==> config.mk <==
export PLATFORM = sky130hd
export DESIGN_NAME = id_ex_stage
export DESIGN_NICKNAME = d
export VERILOG_FILES = /design/src/rtl/id_ex_stage.sv
export SDC_FILE = /design/constraint.sdc
export NUM_CORES = 1
export LEC_CHECK = 0
export CAP_MARGIN = 10
export CORE_UTILIZATION = 25
export CTS_CLUSTER_SIZE = 14
export DETAILED_ROUTE_END_ITERATION = 16
export SLEW_MARGIN = 0
export SYNTH_ARGS = -nofsm -noshare
export SYNTH_HDL_FRONTEND = slang
export SYNTH_SLANG_ARGS = --single-unit
==> constraint.sdc <==
create_clock -name clk -period 4.58 [get_ports clk]
set_clock_uncertainty 0.2 [all_clocks]
set_input_delay 0.916 -clock clk [delete_from_list [all_inputs] [get_ports clk]]
set_output_delay 0.916 -clock clk [all_outputs]
set_load 0.02 [all_outputs]
==> src/rtl/id_ex_stage.sv <==
// ID/EX pipeline register with load-use hazard detection and saturating bubble/flush counters.
// Latency 1 cycle; mem_stall freezes the register, and stall_D holds fetch/decode during a stall or load-use bubble.
module id_ex_stage #(
    parameter int XLEN  = 32,
    parameter int CNT_W = 16
) (
    input  logic             clk,
    input  logic             rst,
    input  logic             D_valid,
    input  logic [6:0]       D_opcode,
    input  logic [4:0]       D_rs1,
    input  logic [4:0]       D_rs2,
    input  logic [4:0]       D_rd,
    input  logic             D_reg_write_enable,
    input  logic [XLEN-1:0]  D_rd1,
    input  logic [XLEN-1:0]  D_rd2,
    input  logic [XLEN-1:0]  D_imm,
    input  logic [XLEN-1:0]  D_pc,
    input  logic [2:0]       D_funct3,
    input  logic             D_funct7b5,
    input  logic             mem_stall,
    input  logic             flush_E,
    output logic             E_valid,
    output logic [6:0]       E_opcode,
    output logic [4:0]       ex_reg_a,
    output logic [4:0]       ex_reg_b,
    output logic [4:0]       E_rd,
    output logic             E_reg_write_enable,
    output logic [XLEN-1:0]  E_rd1,
    output logic [XLEN-1:0]  E_rd2,
    output logic [XLEN-1:0]  E_imm,
    output logic [XLEN-1:0]  E_pc,
    output logic [2:0]       E_funct3,
    output logic             E_funct7b5,
    output logic             stall_D,
    output logic [CNT_W-1:0] bubble_count,
    output logic [CNT_W-1:0] flush_count
);

    localparam logic [6:0] OP_LOAD   = 7'b0000011;
    localparam logic [6:0] OP_OPIMM  = 7'b0010011;
    localparam logic [6:0] OP_AUIPC  = 7'b0010111;
    localparam logic [6:0] OP_STORE  = 7'b0100011;
    localparam logic [6:0] OP_OP     = 7'b0110011;
    localparam logic [6:0] OP_LUI    = 7'b0110111;
    localparam logic [6:0] OP_BRANCH = 7'b1100011;
    localparam logic [6:0] OP_JAL    = 7'b1101111;

    typedef struct packed {
        logic            valid;
        logic [6:0]      opcode;
        logic [4:0]      rs1;
        logic [4:0]      rs2;
        logic [4:0]      rd;
        logic            we;
        logic [XLEN-1:0] rd1;
        logic [XLEN-1:0] rd2;
        logic [XLEN-1:0] imm;
        logic [XLEN-1:0] pc;
        logic [2:0]      funct3;
        logic            funct7b5;
    } ex_t;

    ex_t              r_e;
    ex_t              w_e_nxt;
    ex_t              w_d;
    ex_t              w_bubble;
    logic [CNT_W-1:0] r_bubble_cnt;
    logic [CNT_W-1:0] r_flush_cnt;
    logic [CNT_W-1:0] w_bubble_cnt_nxt;
    logic [CNT_W-1:0] w_flush_cnt_nxt;
    logic             w_rs1_used;
    logic             w_rs2_used;
    logic             w_load_use;

    // A bubble is a canonical NOP (addi x0,x0,0) that writes nothing.
    always_comb begin
        w_bubble        = '0;
        w_bubble.opcode = OP_OPIMM;
    end

    always_comb begin
        w_d          = '0;
        w_d.valid    = D_valid;
        w_d.opcode   = D_opcode;
        w_d.rs1      = D_rs1;
        w_d.rs2      = D_rs2;
        w_d.rd       = D_rd;
        w_d.we       = D_reg_write_enable;
        w_d.rd1      = D_rd1;
        w_d.rd2      = D_rd2;
        w_d.imm      = D_imm;
        w_d.pc       = D_pc;
        w_d.funct3   = D_funct3;
        w_d.funct7b5 = D_funct7b5;
    end

    assign w_rs1_used = !((D_opcode == OP_LUI) || (D_opcode == OP_AUIPC) || (D_opcode == OP_JAL));
    assign w_rs2_used = (D_opcode == OP_OP) || (D_opcode == OP_STORE) || (D_opcode == OP_BRANCH);

    assign w_load_use = r_e.valid && (r_e.opcode == OP_LOAD) && (r_e.rd != 5'd0) && D_valid &&
                        ((w_rs1_used && (D_rs1 == r_e.rd)) || (w_rs2_used && (D_rs2 == r_e.rd)));

    // A flush kills the decode instruction anyway, so a coincident load-use never stalls.
    assign stall_D = mem_stall | (w_load_use & ~flush_E);

    always_comb begin
        w_e_nxt          = r_e;
        w_bubble_cnt_nxt = r_bubble_cnt;
        w_flush_cnt_nxt  = r_flush_cnt;
        if (mem_stall) begin
            w_e_nxt = r_e;
        end else if (flush_E) begin
            w_e_nxt = w_bubble;
            if (r_flush_cnt != '1) begin
                w_flush_cnt_nxt = r_flush_cnt + CNT_W'(1);
            end
        end else if (w_load_use) begin
            w_e_nxt = w_bubble;
            if (r_bubble_cnt != '1) begin
                w_bubble_cnt_nxt = r_bubble_cnt + CNT_W'(1);
            end
        end else if (D_valid) begin
            w_e_nxt = w_d;
        end else begin
            w_e_nxt = w_bubble;
        end
    end

    always_ff @(posedge clk) begin
        if (rst) begin
            r_e          <= w_bubble;
            r_bubble_cnt <= '0;
            r_flush_cnt  <= '0;
        end else begin
            r_e          <= w_e_nxt;
            r_bubble_cnt <= w_bubble_cnt_nxt;
            r_flush_cnt  <= w_flush_cnt_nxt;
        end
    end

    assign E_valid            = r_e.valid;
    assign E_opcode           = r_e.opcode;
    assign ex_reg_a           = r_e.rs1;
    assign ex_reg_b           = r_e.rs2;
    assign E_rd               = r_e.rd;
    assign E_reg_write_enable = r_e.we;
    assign E_rd1              = r_e.rd1;
    assign E_rd2              = r_e.rd2;
    assign E_imm              = r_e.imm;
    assign E_pc               = r_e.pc;
    assign E_funct3           = r_e.funct3;
    assign E_funct7b5         = r_e.funct7b5;
    assign bubble_count       = r_bubble_cnt;
    assign flush_count        = r_flush_cnt;

endmodule

---- Word level (Yosys, flattened, before mapping) ----
Cells that the tools add are included.
Widths: inputs -> output; s select.
storage, ports and cells
  flip-flop bits (word level) ............. 188
  latch bits .............................. 0
  bits in writable memories ............... 0
  memory bits (read-only) ................. 0
  input bits .............................. 160
  output and inout port bits .............. 189
  memories ................................ 0
operators by class
  add/subtract/negate cells ............... 2
  $mul .................................... 0
  div/mod/pow operators ................... 0
  $lt $le $gt $ge ......................... 0
  equal/unequal tests ..................... 11
  shift operators ......................... 0
  mux-type cells .......................... 3
  bitwise gates (word level) .............. 4
  reduce and logical (&&, ||, !) cells .... 15
operator list
  kind                   number
  $mux 156               3
  $add 16x1->16 const B  2
  $ne 16x16->1 const B   2
  $eq 7x6->1 const B     3
  $eq 7x7->1 const B     2
  $eq 5x5->1             2
  $eq 7x2->1 const B     1
  $eq 7x5->1 const B     1
  $logic_and 1x1->1      6
  $logic_or 1x1->1       5
  $reduce_bool 5->1      1
  $reduce_and 4->1       1
  $reduce_and 3->1       1
  $not 1->1              2
  $and 1x1->1            1
  $logic_not 1->1        1
  $or 1x1->1             1

---- Depth between registers and ports, before layout ----
  depth in word-level cells ............... 9
  gate-level depth with buffers ........... 9
  depth with buffers taken out ............ 7

---- Least setup slack after synthesis ----
No wires, ideal clock.
  kind .................................... input -> output
  start point ............................. input port D_opcode[5]
  end point ............................... output port stall_D
  data arrival time ....................... 2362 ps
  path slack .............................. 1102 ps
  stages on the path ...................... 6
  path buffers ............................ 1
  cell sequence ........................... and3_1 -> o2111a_1 -> nor4_4 -> o21ai_2 -> clkbuf_1 -> o21bai_1
between the ends
  cells in the longest elaborated chain, start to end .. 9
  elaborated cells between the ends (all ways) .. 17
  classes of those cells .................. eq/ne: 6; bitwise: 2; reduce/logical: 9
RTL lines
  item                                      RTL line  text
  start, declared                           10        input logic [6:0] D_opcode,
  $eq 7x6->1 or $eq 7x5->1 (tied branches)  98        assign w_rs1_used = !((D_opcode == OP_LUI) || (D_opcode == OP_AUIPC) || (D_opcode == OP_JAL));
  $logic_or 1x1->1 (2 in a row)             98
  $logic_not 1->1                           98
  $logic_and 1x1->1                         102       ((w_rs1_used && (D_rs1 == r_e.rd)) || (w_rs2_used && (D_rs2 == r_e.rd)));
  $logic_or 1x1->1 *                        102
  $logic_and 1x1->1 *                       101       assign w_load_use = r_e.valid && (r_e.opcode == OP_LOAD) && (r_e.rd != 5'd0) && D_valid &&
  $and 1x1->1 *                             105       assign stall_D = mem_stall | (w_load_use & ~flush_E);
  $or 1x1->1 *                              105
  end, declared                             35        output logic stall_D,
Every way passes the cells marked *; elsewhere a longest branch is shown, timed or not.

---- Worst setup path after layout ----
Same ends and word-level chain as after synthesis.

==> results.md <==
* Outcome: complete, no violations
* CP Capture Type: output pin
* Iteration-0 DRC Markers at 324
* Full die area at 26600 um^2
* Total clock sinks at 188
* Count of placed standard cells including taps at 1202
* Initial Utilization at 0.256
* Vias in the first global route at 5452
* DRC errors left at 0
* Compound-cell area share of the yosys netlist at 0.238
* Post-CTS Setup Inserts at 0
* Fin crit period at 4.27 ns
* Yosys top cell by area: dfxtp_1
* Max-slew headroom at 0.283
* Worst setup path class: primary input to output pin
* Synth Area in Simple Gates at 0.0925
* DP Area at 10200 um^2
* Tightest Pin Transition at 1.07 ns
* Hold crit path type: register to register
* Adder-cell share of the synthesized area at 0.00386
* Die width at 163 um
* Finished Layout Cells at 1235
* Largest family of logic cells by synthesized area: compound AO/OA/AOI/OAI gates
* Post-route cell area at 10800 um^2
* Final Hold Fails at 0
* Ys async rst share at 0
* Die height at 163 um
* Synth Flop Type: dfxtp_1
* CTS tree: done
* Share of cells above drive strength 1 at 0.0520
* R2r setup slk at 1.38 ns
* Layout Nets at 1053
* Fin Setup TNS at 0 ns
* Maximum VDD drop at 203 uV
* Clock Path Buffers at 2
* Critical Path RT at 3.46 ns
* Number of cells on the worst reg-to-reg path at 8
* Final ANT Viol Nets at 0
* Max-cap check violation count at 0
* GP Congestion at 0.753
* Post-Synthesis Cells at 559
* Register area share after synthesis at 0.581
* Ports at 349
* Crit path DAT at 3.16 ns
* Multi-input gate area at 2480 um^2
* Final Max Slew Viols at 0
* H-tree levels at 4
* Wire per inst at 17.1 um
* Final count of negative-setup-slack endpoints at 0
* Post-Synth XOR/XNOR Area at 0.0365
* #FFs+latches synth at 188
* Total gr overflow at 0
* Crit start category: primary input
* Final Power at 3.52 mW
* Library cells used by synthesis at 41
* Root buffer cell: clkbuf_16
* Reg clk slew, reported paths at 0.07 ns
* Mux cell area share after synthesis at 0.0100
* CTS buffer count at 17
* Fill cell count at 2425
* Yosys top cell area share at 0.581
* Port Buffers at 348
* # resized after CTS at 0
* Layout area overhead at 66.9%
* Drt total wl at 21200 um
* Syn_area_per_cell at 11.6 um^2
* Number of cell rows at 58
* Hold worst-path end: ex_reg_a[4]
* First-pass GRT wire length at 31400 um
* Crit share post-route at 0.933
* Number of synthesized flops with an enable pin at 0
* Hold path cells at 1
* RSZ-0062 raised after global routing: false
* Cell area after synthesis at 6480 um^2
* Register area at 3760 um^2
* Max Fclk at 234 MHz
* Worst skew pair latency at 0.43 ns
* Routed via count at 5656
* DR pass1 iterations at 4
* Syn_nets at 721
* PD cells at 325 nW/um^2
* Post-DP HPWL at 15000 um
* Leakage at 3.98 nW
* Crit path max fanout at 4
* Largest net degree at the start of global routing at 112
* Vias per cell at 4.58
* Hold_sp: ex_reg_a[4]
* GRT Overall Usage at 0.153
* Reg-to-reg endpoint: E_imm[22]
* Core Region at 25300 um^2
* Hold Buf Count CTS at 0
* Reg-to-reg startpoint: E_rd[0]
* Initial antenna violation count at 1
* Ys Warns at 0
* Top area cells in the synthesized netlist: dfxtp_1 (58%), a22o_1 (21%), xor2_1 (2.2%)
Yosys cell counts (2+ instances only):
cell        n
o21ai_0     2
or3_1       2
nor2_1     29
nor4_1      3
and3_1      7
dfxtp_1   188
nor2b_1     6
o31ai_1     7
and4_1      3
nor3_1      2
nand3_1    12
or4_1       8
buf_2       8
a22o_1    152
o211ai_1    2
nand4_1     8
o22a_1      3
nand2b_1    5
mux2i_1     2
inv_1       4
xor2_1     16
mux2_2      4
ha_1        2
nand2_1    13
xnor2_1    11
and2_1      4
clkbuf_1   24
buf_6       9
a21oi_1    11
sequential cells by signal, summed over array words and instances (netlist names):
signal / cells
E_imm: 32
E_pc: 32
E_rd1: 32
E_rd2: 32
bubble_count: 16
flush_count: 16
E_opcode: 7
E_rd: 5
ex_reg_a: 5
ex_reg_b: 5
E_funct3: 3
E_funct7b5: 1
E_reg_write_enable: 1
E_valid: 1
stage by stage:
stage | setup WS, ns | hold WS (ns) | util
2_1_floorplan | 1.10 | 0.348 | -
3_3_place_gp | 0.353 | 0.260 | 0.404
3_5_place_dp | 0.328 | 0.263 | 0.404
4_1_cts | 0.318 | 0.285 | 0.427
5_1_grt | 0.178 | 0.292 | 0.427
6_report | 0.309 | 0.278 | 0.427
area by class of cell:
cell class	instances	share of cell area
Sequential cell	188	0.348
Timing Repair Buffer	354	0.329
Multi-Input combinational cell	326	0.229
Clock buffer	18	0.0406
Tap cell	330	0.0382
Clock inverter	14	0.0137
Inverter	4	0.00139
Antenna cell	1	0.000231
power by group:
| group | internal (mW) | total [mW] | switching (mW) |
|---|---|---|---|
| Combinational | 0.211 | 0.356 | 0.145 |
| Clock | 0.745 | 1.47 | 0.727 |
| Sequential | 1.67 | 1.69 | 0.0210 |
cells in the final DEF, fill, tap and decap left out, types with 5 or more instances in the layout:
cell             netlist  routed
nand2_1               13      13
nor2_1                29      29
or4_1                  8       8
o31ai_1                7       7
nor2b_1                6       5
xnor2_1               11      11
clkdlybuf4s50_1        0     348
nand2b_1               5       5
a21oi_1               11      11
dfxtp_1              188     188
a22o_1               152     152
clkbuf_16              0      17
nand3_1               12      12
and3_1                 7       7
xor2_1                16      16
nand4_1                8       8
per-layer routing:
layer,share of wire,GRT usage,vias up
met5,0,0,-
met4,0.011,0.0425,0
met3,0.077,0.0530,11
met2,0.50,0.268,214
met1,0.42,0.176,2659
li1,-,-,2772
how the worst max path moves through the flow:
stage,startpoint,endpoint,slack [ns],depth (start not counted)
after global routing,D_opcode[3],stall_D,0.18,7
after global placement,D_opcode[5],stall_D,0.35,7
after detailed placement,D_opcode[5],stall_D,0.33,7
final,D_opcode[5],stall_D,0.31,7
after CTS,D_opcode[5],stall_D,0.32,7
after floorplan,D_opcode[5],stall_D,1.10,6
cell families (layout without fill, tap and decap cells):
| logic type | Yosys count | after routing |
|---|---|---|
| buffers and inverters | 45 | 390 |
| and+or+nand+nor | 108 | 108 |
| xor gates and xnor gates | 27 | 27 |
| adders and majority gates | 2 | 2 |
| AOI/OAI and AO/OA | 183 | 183 |
| other | 0 | 1 |
| muxes | 6 | 6 |
| DFF | 188 | 188 |
worst max-delay path: stages:
cell and delay (ns):
clkdlybuf4s50_1 0.45, and3_1 0.20, o2111a_1 0.29, nor4_4 0.41, o21ai_2 0.10, o21bai_1 0.15, clkdlybuf4s50_1 0.64
Power figures use the tool's default switching activity.
==> patch, RTL diff (same flow settings) <==
The parameter `CNT_W` goes from 16 to 32.
--- a/src/rtl/id_ex_stage.sv
+++ b/src/rtl/id_ex_stage.sv
@@ -2,7 +2,7 @@
 // Latency 1 cycle; mem_stall freezes the register, and stall_D holds fetch/decode during a stall or load-use bubble.
 module id_ex_stage #(
     parameter int XLEN  = 32,
-    parameter int CNT_W = 16
+    parameter int CNT_W = 32
 ) (
     input  logic             clk,
     input  logic             rst,
Ports: changed (resized bubble_count and flush_count); port bits go from 349 to 381. The function was not compared with the original's and may differ.
==> patch against the original RTL <==
  * Sequential cell count grew 32
  * Power grew 27%
  * Non-clock buffer count grew 35
  * Area after synthesis grew 27%
  * Fmax grew 3.2%
  * Critical endpoint unchanged
  * Largest cell class unchanged
  * Highest routed layer unchanged
  * Sequential share of layout area shrank 1.6 points
  * Design area grew 23%
  * Register-to-register slack gained 0.23 ns
  * Routed wire length grew 35%
  * Setup slack gained 0.13 ns
  * Utilization shrank 1.1 points
==> patch: results (changes against the original RTL) <==
<table>
<tr><th>Metric</th><th>Value</th></tr>
<tr><th colspan="2">Synth</th></tr>
<tr><td>Sequential cell area fraction in the yosys report</td><td>53.7% (was 58.1%)</td></tr>
<tr><td>Number of unique standard cell types used by synthesis</td><td>48 (was 41)</td></tr>
<tr><td>Number of nets produced by synthesis</td><td>943 (was 721)</td></tr>
<tr><td>Largest cells by area after synthesis</td><td>sky130_fd_sc_hd__dfxtp_1 54%, sky130_fd_sc_hd__a22o_1 16%, sky130_fd_sc_hd__nor2_1 2.1%, sky130_fd_sc_hd__nand4_1 2.0%, sky130_fd_sc_hd__a21oi_1 2.0% (was sky130_fd_sc_hd__dfxtp_1 58%, sky130_fd_sc_hd__a22o_1 21%, sky130_fd_sc_hd__xor2_1 2.2%, sky130_fd_sc_hd__nor2_1 1.7%, sky130_fd_sc_hd__buf_6 1.6%)</td></tr>
<tr><td>Ranking of synthesized cells by instance count</td><td>220 x sky130_fd_sc_hd__dfxtp_1, 151 x sky130_fd_sc_hd__a22o_1, 46 x sky130_fd_sc_hd__nor2_1 (was 188 x sky130_fd_sc_hd__dfxtp_1, 152 x sky130_fd_sc_hd__a22o_1, 29 x sky130_fd_sc_hd__nor2_1)</td></tr>
<tr><td>Average cell area after synthesis</td><td>10.5 µm² (was 11.6 µm²)</td></tr>
<tr><th colspan="2">Placement</th></tr>
<tr><td>Detailed placer's ending HPWL</td><td>20400 µm (was 15000 µm)</td></tr>
<tr><td>Placer Congestion</td><td>0.790 (was 0.753)</td></tr>
<tr><th colspan="2">Setup path</th></tr>
<tr><td>R2R cell count</td><td>7 (was 8)</td></tr>
<tr><td>CP Max Fanout</td><td>2 (was 4)</td></tr>
<tr><td>Slowest Stage Delay on Critical Path</td><td>0.62 ns (was 0.64 ns)</td></tr>
<tr><td>Startpoint of the most critical register-to-register path</td><td>bubble_count[0]$_SDFFE_PP0P_ (was E_rd[0]$_SDFFE_PP0N_)</td></tr>
<tr><th colspan="2">Clocking</th></tr>
<tr><td>Number of levels in the clock H-tree</td><td>1 (was 4)</td></tr>
<tr><th colspan="2">Hold path</th></tr>
<tr><td>Worst hold path endpoint</td><td>E_rd2[23]$_SDFFE_PP0N_ (was ex_reg_a[4]$_SDFFE_PP0N_)</td></tr>
<tr><td>Min-delay src</td><td>E_rd2[23]$_SDFFE_PP0N_ (was ex_reg_a[4]$_SDFFE_PP0N_)</td></tr>
<tr><th colspan="2">Global routing</th></tr>
<tr><td>Pin count of the biggest net entering global routing</td><td>109 (was 112)</td></tr>
<tr><th colspan="2">Outcome</th></tr>
<tr><td>Run status</td><td>completed (unchanged)</td></tr>
<tr><th colspan="2">Layout</th></tr>
<tr><td>Fraction of final layout cells sized beyond drive strength 1</td><td>6.20% (was 5.20%)</td></tr>
<tr><th colspan="2">Power</th></tr>
<tr><td>Peak ir drop on the vdd network</td><td>227 µV (was 203 µV)</td></tr>
<tr><td>Leakage power figure</td><td>4.63 nW (was 3.98 nW)</td></tr>
</table>
-- patch: kinds of logic after synthesis --
logic type      after synthesis  synth area share [%]
compound gates              231                  21.9
simple gates                221                  15.1
fa+ha+maj                     2                 0.305
flops                       220                  53.7
buf+inv                      66                  4.35
xor+xnor                     31                  3.31
mux                          10                  1.34
-- patch: worst max-delay path by stage --
stage	from	to	slack, ns	cells past startpoint
floorplan	D_opcode[3]	stall_D	1.22	7
global placement	D_opcode[3]	stall_D	0.41	7
detailed placement	D_opcode[3]	stall_D	0.41	7
CTS	D_opcode[3]	stall_D	0.41	7
global route	D_opcode[3]	stall_D	0.35	7
finish	D_opcode[3]	stall_D	0.44	7
-- patch: power breakdown --
part / leakage (nW) / internal, mW / switching (mW)
clock network: 0.427 / 1.30 / 0.811
logic: 2.42 / 0.218 / 0.158
registers: 1.78 / 1.95 / 0.0229
-- patch: worst max-delay path: cells and delay by family --
kind	cells	cell delay, ns
simple gates	3	0.75
buf+inv	2	1.10
compound gates	2	0.26
-- patch: layout make-up --
cell class                      count  area [µm²]
Fill cell                        3095       18600
Sequential cell                   220        4400
Timing Repair Buffer              389        3920
Multi-Input combinational cell    495        3460
Clock buffer                       40         795
Tap cell                          435         544
Clock inverter                      6        85.1
Inverter                           12        45.0
Antenna cell                        1        2.50
-- patch: per-layer routing --
metal  up-vias  GRT usage (%)  share of wire (%)  wire length [µm]
met5         -              0                  0                 0
met4         0           4.33                1.9               548
met3        32           4.85                8.9              2550
met2       275           26.3                 47             13300
met1      3546           21.0                 42             12100
li1       3660              -                  -                 -
